<file path="src/rtl/uart_rx.sv">
// uart_rx: 8N1 UART receiver with a 2-flop input synchronizer, mid-bit sampling,
// valid/ready byte output and framing/overrun pulses. Define UART_RX_PARITY_EN for even parity.
module uart_rx #(
  parameter int unsigned CLK_FREQ  = 100_000_000,
  parameter int unsigned BAUD_RATE = 115_200
) (
  input  logic       clk,
  input  logic       reset,
  input  logic       rx,
  output logic [7:0] rx_data,
  output logic       rx_valid,
  input  logic       rx_ready,
  output logic       framing_err,
  output logic       overrun,
`ifdef UART_RX_PARITY_EN
  output logic       parity_err,
`endif
  output logic       busy
);

  // CLKS_PER_BIT must be at least 4 so the half-bit reload stays positive.
  localparam int unsigned CLKS_PER_BIT = CLK_FREQ / BAUD_RATE;
  localparam int unsigned CNT_W        = $clog2(CLKS_PER_BIT);
  localparam logic [CNT_W-1:0] CNT_FULL = CNT_W'(CLKS_PER_BIT - 1);
  localparam logic [CNT_W-1:0] CNT_HALF = CNT_W'(CLKS_PER_BIT / 2 - 1);

  typedef enum logic [2:0] {
    S_IDLE,
    S_START,
    S_DATA,
    S_PARITY,
    S_STOP,
    S_BREAK
  } state_e;

  state_e           state_q, state_d;
  logic [1:0]       sync_q, sync_d;
  logic [CNT_W-1:0] cnt_q, cnt_d;
  logic [2:0]       bit_q, bit_d;
  logic [7:0]       shift_q, shift_d;
  logic [7:0]       rx_data_q, rx_data_d;
  logic             rx_valid_q, rx_valid_d;
  logic             framing_err_q, framing_err_d;
  logic             overrun_q, overrun_d;
  logic             busy_q, busy_d;
  logic             rx_s;
  logic             tick_c;
  logic             byte_ok_c;
`ifdef UART_RX_PARITY_EN
  logic             par_bad_q, par_bad_d;
  logic             parity_err_q, parity_err_d;
`endif

  assign rx_s   = sync_q[1];
  assign tick_c = (cnt_q == '0);

  // Next-state and output logic
  always_comb begin
    state_d       = state_q;
    sync_d        = {sync_q[0], rx};
    cnt_d         = cnt_q;
    bit_d         = bit_q;
    shift_d       = shift_q;
    rx_data_d     = rx_data_q;
    rx_valid_d    = rx_valid_q && !rx_ready;
    framing_err_d = 1'b0;
    overrun_d     = 1'b0;
    byte_ok_c     = 1'b1;
`ifdef UART_RX_PARITY_EN
    par_bad_d     = par_bad_q;
    parity_err_d  = 1'b0;
    byte_ok_c     = !par_bad_q;
`endif

    case (state_q)
      S_IDLE: begin
        if (!rx_s) begin
          state_d = S_START;
          cnt_d   = CNT_HALF;
        end
      end
      S_START: begin
        if (tick_c) begin
          if (rx_s) begin
            state_d = S_IDLE;
          end else begin
            state_d = S_DATA;
            cnt_d   = CNT_FULL;
            bit_d   = 3'd0;
          end
        end else begin
          cnt_d = cnt_q - CNT_W'(1);
        end
      end
      S_DATA: begin
        if (tick_c) begin
          shift_d = {rx_s, shift_q[7:1]};
          cnt_d   = CNT_FULL;
          bit_d   = bit_q + 3'd1;
          if (bit_q == 3'd7) begin
`ifdef UART_RX_PARITY_EN
            state_d = S_PARITY;
`else
            state_d = S_STOP;
`endif
          end
        end else begin
          cnt_d = cnt_q - CNT_W'(1);
        end
      end
`ifdef UART_RX_PARITY_EN
      S_PARITY: begin
        if (tick_c) begin
          par_bad_d = rx_s ^ (^shift_q);
          cnt_d     = CNT_FULL;
          state_d   = S_STOP;
        end else begin
          cnt_d = cnt_q - CNT_W'(1);
        end
      end
`endif
      S_STOP: begin
        if (tick_c) begin
          state_d = S_IDLE;
`ifdef UART_RX_PARITY_EN
          parity_err_d = par_bad_q;
`endif
          if (!rx_s) begin
            framing_err_d = 1'b1;
            state_d       = S_BREAK;
          end else if (byte_ok_c) begin
            // A same-cycle accept frees the slot, so the new byte replaces the old one.
            if (!rx_valid_q || rx_ready) begin
              rx_data_d  = shift_q;
              rx_valid_d = 1'b1;
            end else begin
              overrun_d = 1'b1;
            end
          end
        end else begin
          cnt_d = cnt_q - CNT_W'(1);
        end
      end
      S_BREAK: begin
        if (rx_s) begin
          state_d = S_IDLE;
        end
      end
      default: begin
        state_d = S_IDLE;
      end
    endcase

    busy_d = (state_d != S_IDLE);
  end

  // State and output registers
  always_ff @(posedge clk or negedge reset) begin
    if (!reset) begin
      state_q       <= S_IDLE;
      sync_q        <= 2'b11;
      cnt_q         <= '0;
      bit_q         <= 3'd0;
      shift_q       <= 8'd0;
      rx_data_q     <= 8'd0;
      rx_valid_q    <= 1'b0;
      framing_err_q <= 1'b0;
      overrun_q     <= 1'b0;
      busy_q        <= 1'b0;
`ifdef UART_RX_PARITY_EN
      par_bad_q     <= 1'b0;
      parity_err_q  <= 1'b0;
`endif
    end else begin
      state_q       <= state_d;
      sync_q        <= sync_d;
      cnt_q         <= cnt_d;
      bit_q         <= bit_d;
      shift_q       <= shift_d;
      rx_data_q     <= rx_data_d;
      rx_valid_q    <= rx_valid_d;
      framing_err_q <= framing_err_d;
      overrun_q     <= overrun_d;
      busy_q        <= busy_d;
`ifdef UART_RX_PARITY_EN
      par_bad_q     <= par_bad_d;
      parity_err_q  <= parity_err_d;
`endif
    end
  end

  assign rx_data     = rx_data_q;
  assign rx_valid    = rx_valid_q;
  assign framing_err = framing_err_q;
  assign overrun     = overrun_q;
  assign busy        = busy_q;
`ifdef UART_RX_PARITY_EN
  assign parity_err  = parity_err_q;
`endif

endmodule

</file>
<file path="config.mk">
export PLATFORM = sky130hd
export DESIGN_NAME = uart_rx
export DESIGN_NICKNAME = d
export VERILOG_FILES = /design/src/rtl/uart_rx.sv
export SDC_FILE = /design/constraint.sdc
export NUM_CORES = 1
export LEC_CHECK = 0
export BUFFER_PORTS_ARGS = -buffer_cell sky130_fd_sc_hd__buf_2
export CAP_MARGIN = 20
export CORE_AREA = 2 2 62 64
export CTS_BUF_LIST = sky130_fd_sc_hd__clkbuf_2 sky130_fd_sc_hd__clkbuf_4 sky130_fd_sc_hd__clkbuf_8
export DETAILED_ROUTE_END_ITERATION = 8
export DIE_AREA = 0 0 64 66
export PLACE_DENSITY = 0.72
export SYNTH_ARGS = -nofsm -noshare
export SYNTH_HDL_FRONTEND = slang
export SYNTH_SLANG_ARGS = --single-unit
</file>
<file path="constraint.sdc">
create_clock -name clk -period 2.55 [get_ports clk]
set_input_delay 0.3825 -clock clk [delete_from_list [all_inputs] [get_ports clk]]
set_output_delay 0.3825 -clock clk [all_outputs]
set_load 0.05 [all_outputs]
</file>
After elaboration in Yosys (flattened, before gate mapping) --
Cells that the tools add are included.
Word-level totals: flip-flop bits (word level) 38, latch bits 0, bits in writable memories 0, bits in read-only memories 0, memories kept 0
Operators by class: add/sub/neg operators 2, $mul 0, divide/modulo/power cells 0, $lt $le $gt $ge 0, eq/ne operators 11, shifts and indexed selects 0, muxes and demuxes 30, bitwise logic cells 0, reductions and logical operators 13
Operators with widths (number):
- $mux W10 | 5
- $pmux W10 S4 | 1
- $mux W3 | 10
- $pmux W3 S5 | 1
- $reduce_and A4 Y1 | 3
- $mux W1 | 11
- $logic_not A10 Y1 | 1
- $ne A2 B2 Y1 const B | 5
- $sub A10 B1 Y10 const B | 1
- $eq A3 B3 Y1 const B | 3
- $pmux W3 S2 | 1
- $reduce_bool A4 Y1 | 1
- $add A3 B1 Y3 const B | 1
- $eq A3 B1 Y1 const B | 1
- $eq A3 B2 Y1 const B | 1
- $logic_not A3 Y1 | 1
- $ne A3 B3 Y1 const B | 1
- $reduce_bool A3 Y1 | 1
- $logic_not A1 Y1 | 2
- $mux W2 | 1
- $reduce_and A2 Y1 | 1
- $reduce_bool A2 Y1 | 1
- $logic_and A1 B1 Y1 | 1
- $logic_or A1 B1 Y1 | 1

Longest topological paths before layout --
word-level depth 6, depth in mapped cells 8, mapped depth without buffers 7

Least setup slack after synthesis --
OpenSTA, ideal clock, no wires.
path type register to register, start register cnt_q[5], end register rx_data_q[0], in the netlist rx_data[0], library setup time 125 ps, arrival 2035 ps, path slack 390 ps, cell stages (with the launch flop) 8, period minus slack after synthesis 2160 ps, path through dfrtp_1 > buf_6 > or4_4 > nor3_4 > nand3_4 > nor2b_2 > buf_6 > mux2_4
Between the ends: longest elaborated chain between the ends 2
Ends and longest elaborated chain:
- start, declared | line 38 | logic [CNT_W-1:0] cnt_q, cnt_d;
- start signal, assigned | line 177 | cnt_q <= cnt_d;
- $logic_not A10 Y1 | line 55 | assign tick_c = (cnt_q == '0);
- $reduce_and A4 Y1 (no source line)
- end signal, assigned | line 180 | rx_data_q <= rx_data_d;
- end, declared | line 41 | logic [7:0] rx_data_q, rx_data_d;
Every way passes these cells. A chain may end at the register's enable or synchronous reset.

Worst setup path after layout --
start register cnt_q[5], end register rx_data_q[4], in the netlist rx_data[4]
Same word-level chain as after synthesis.

==> results.toml <==
[min_path]
min-delay-path-class = "in2async"

[clocking]
root_buffer = "clkbuf_4"
cts_tree = "yes"
cts_buffer_depth = 2
h-tree-depth = 2
worstSkewPairLatency_ns = 0.35
cts_resized = 0
cts_setup_buffers = 0
clk_pin_slew_ns = 0.12
clock-sinks = 38
numCtsBuffers = 5
cts_hold_buf = 0

[worst_setup_path]
crit_path_cell_trace = "or4_4 -> nor3_4 -> nand3_4 -> nor2b_2 -> buf_4 -> mux2_4"
cp_max_fo = 8
r2r-start = "cnt_q[5]"
critPathBufInv = 1
reg2reg_slack_ns = 0.37
critPathLaunch = "cnt_q[5]"
reg2regPathDepth = 6
cpPeakStageDelay_ns = 0.60
worstReg2RegEnd = "rx_data[4]"
crit_type = "reg2reg"
startpoint_type = "flop"
required_ns = 2.79
slowest_stage = "or4_4"
worstPathArrival_ns = 2.42
path_delay_family = "simple AND/OR/NAND/NOR gates"
end_kind = "flop"

[synth]
synth_warnings = 0
synth_edf_count = 0
synthTopCellsByCount = "dfrtp_1, nand2_1, o21ai_0"
syn_inst = 179
synth-async-reset-ratio = 1.00
synth_nets = 187
yosysUniqueCellTypes = 49
yosysTopAreaCell = "dfrtp_1"
synth.area.top_cells = "dfrtp_1, mux2_4, nand2_1"
ys_seq_elements = 38
yosysMostFrequentCell = "dfrtp_1"
syn_avg_cell_area_um2 = 10.5
synth_area_mm2 = 0.00188
synth_top_area_frac = 0.478
synth-main-ff-cell = "dfrtp_1"
yosysSeqAreaShare = 0.506

[layout]
final_net_count = 210
fin_cells = 251
drive_gt1_frac = 0.266
final_util = 0.592
insertedDiodeCount = 0
area_growth_pct = 11.6

[detailed_routing]
drtIter0Drc = 109
via_per_inst = 5.70
ant_nets = 0
drc = 0
drt_wl_total_mm = 3.80
num_vias = 1431
routedWlPerCell_um = 15.1
dr.pass1.iters = 4

[power]
p_leak_uw = 0.00102
power.share.switching = 0.233
seqPwrFrac = 0.630
p_switching_uw = 224
peakVddDrop_mv = 0.369
p_int_uw = 741
comb_power_share = 0.015
clockPowerShare = 0.354
p_per_area_mw_per_mm2 = 459

[floorplanning]
die_h_um = 66
io_pins = 16
initial_core_util = 0.530
core_region_area_mm2 = 0.00355
die-area_mm2 = 0.00422
rows = 22
die_x_um = 64

[sta]
worst_slack_ns = 0.372
slew_headroom = 0.455
rsz0062_at_grt = "false"
clock.fmax_mhz = 459
worstMarginPinSlew_ns = 0.818
finalCriticalPeriod_ns = 2.18
fin_crit_sh = 0.854
setup_violations = 0
setup_tns_ns = 0
hold_viol_final = 0
slew_violations = 0
hold_slack_ns = 0.109
skew_ns = 0.00927

[run_status]
status = "completed"

[global_route]
grt_pass1_wl_mm = 6.60
overflow = 0
grt_max_degree = 39
grt_usage = 0.207
antenna_found_initial = 0
grt_pass1_vias = 1405

[placement]
dp_hpwl_mm = 2.68
gp_congestion = 0.841
dp.cells = 243
numPortBuffers = 15
pre_cts_slack_ns = 0.402

[flow_run]
drv_cap = 0
per-stage QoR:
step | power, uW | cell area [um^2]
after floorplan | 621 | 1880
after global placement | 635 | 2040
after detailed placement | 636 | 2040
after CTS | 968 | 2100
after global routing | 997 | 2100
final | 965 | 2100
logic make-up (layout without fill, tap and decap cells):
family	count (synthesis)	in the layout	synth area share
and+or+nand+nor	74	74	0.215
xor gates and xnor gates	1	1	0.00465
AOI/OAI and AO/OA	41	41	0.144
adders and majority gates	4	4	0.0266
muxes	9	9	0.0698
buffers and inverters	12	36	0.0332
DFF	38	38	0.506
power groups by stage:
stage / Sequential (uW) / Clock [uW] / Combinational (uW)
finish: 608 / 342 / 14.9
global route: 609 / 371 / 18.0
CTS: 608 / 343 / 16.1
detailed placement: 620 / 0 / 16.2
global placement: 620 / 0 / 15.6
floorplan: 617 / 0 / 4.16
cell usage in the layout, fill, tap and decap left out, drive strengths merged, types with 2 or more instances in the layout:
master | synthesis | layout
buf | 4 | 24
inv | 4 | 4
a21oi | 7 | 7
clkbuf | 4 | 6
o21ai | 14 | 14
nand2 | 32 | 32
nor2b | 5 | 5
dfstp | 2 | 2
a31o | 2 | 2
ha | 4 | 4
nand3 | 4 | 4
nor4 | 2 | 2
nor2 | 7 | 7
nand3b | 2 | 2
nand2b | 4 | 4
dfrtp | 36 | 36
nor3 | 7 | 7
nor3b | 4 | 4
a22o | 5 | 5
mux2 | 9 | 9
metal layers:
| metal | GRT usage | part of all wire | vias to the layer above |
|---|---|---|---|
| met5 | 0 | 0 | - |
| met4 | 0.0652 | 0.017 | 0 |
| met3 | 0.0596 | 0.054 | 9 |
| met2 | 0.344 | 0.50 | 43 |
| met1 | 0.261 | 0.43 | 699 |
| li1 | - | - | 680 |
area by class of cell:
type	count	area, um^2
clock inverter	2	12.5
multi-input combinational	129	867
fill	306	1450
inverter	4	15.0
sequential	38	953
timing repair buffer	24	143
tap	48	60.1
clock buffer	6	51.3
sequential cells by signal, indices dropped and copies added (netlist names):
signal       cells
rx_data          8
bit_q            3
shift_q          8
state_q          3
sync_q           2
cnt_q           10
rx_valid         1
overrun          1
busy             1
framing_err      1
how the worst max path moves through the flow:
stage            endpoint  slack [ns]  depth (start not counted)
6_report       rx_data[4]        0.37                          6
3_5_place_dp   rx_data[3]        0.40                          6
3_3_place_gp   rx_data[7]        0.46                          6
4_1_cts        rx_data[4]        0.38                          6
5_1_grt          cnt_q[9]        0.17                          6
2_1_floorplan  rx_data[0]        0.39                          7
Power figures use the tool's default switching activity.
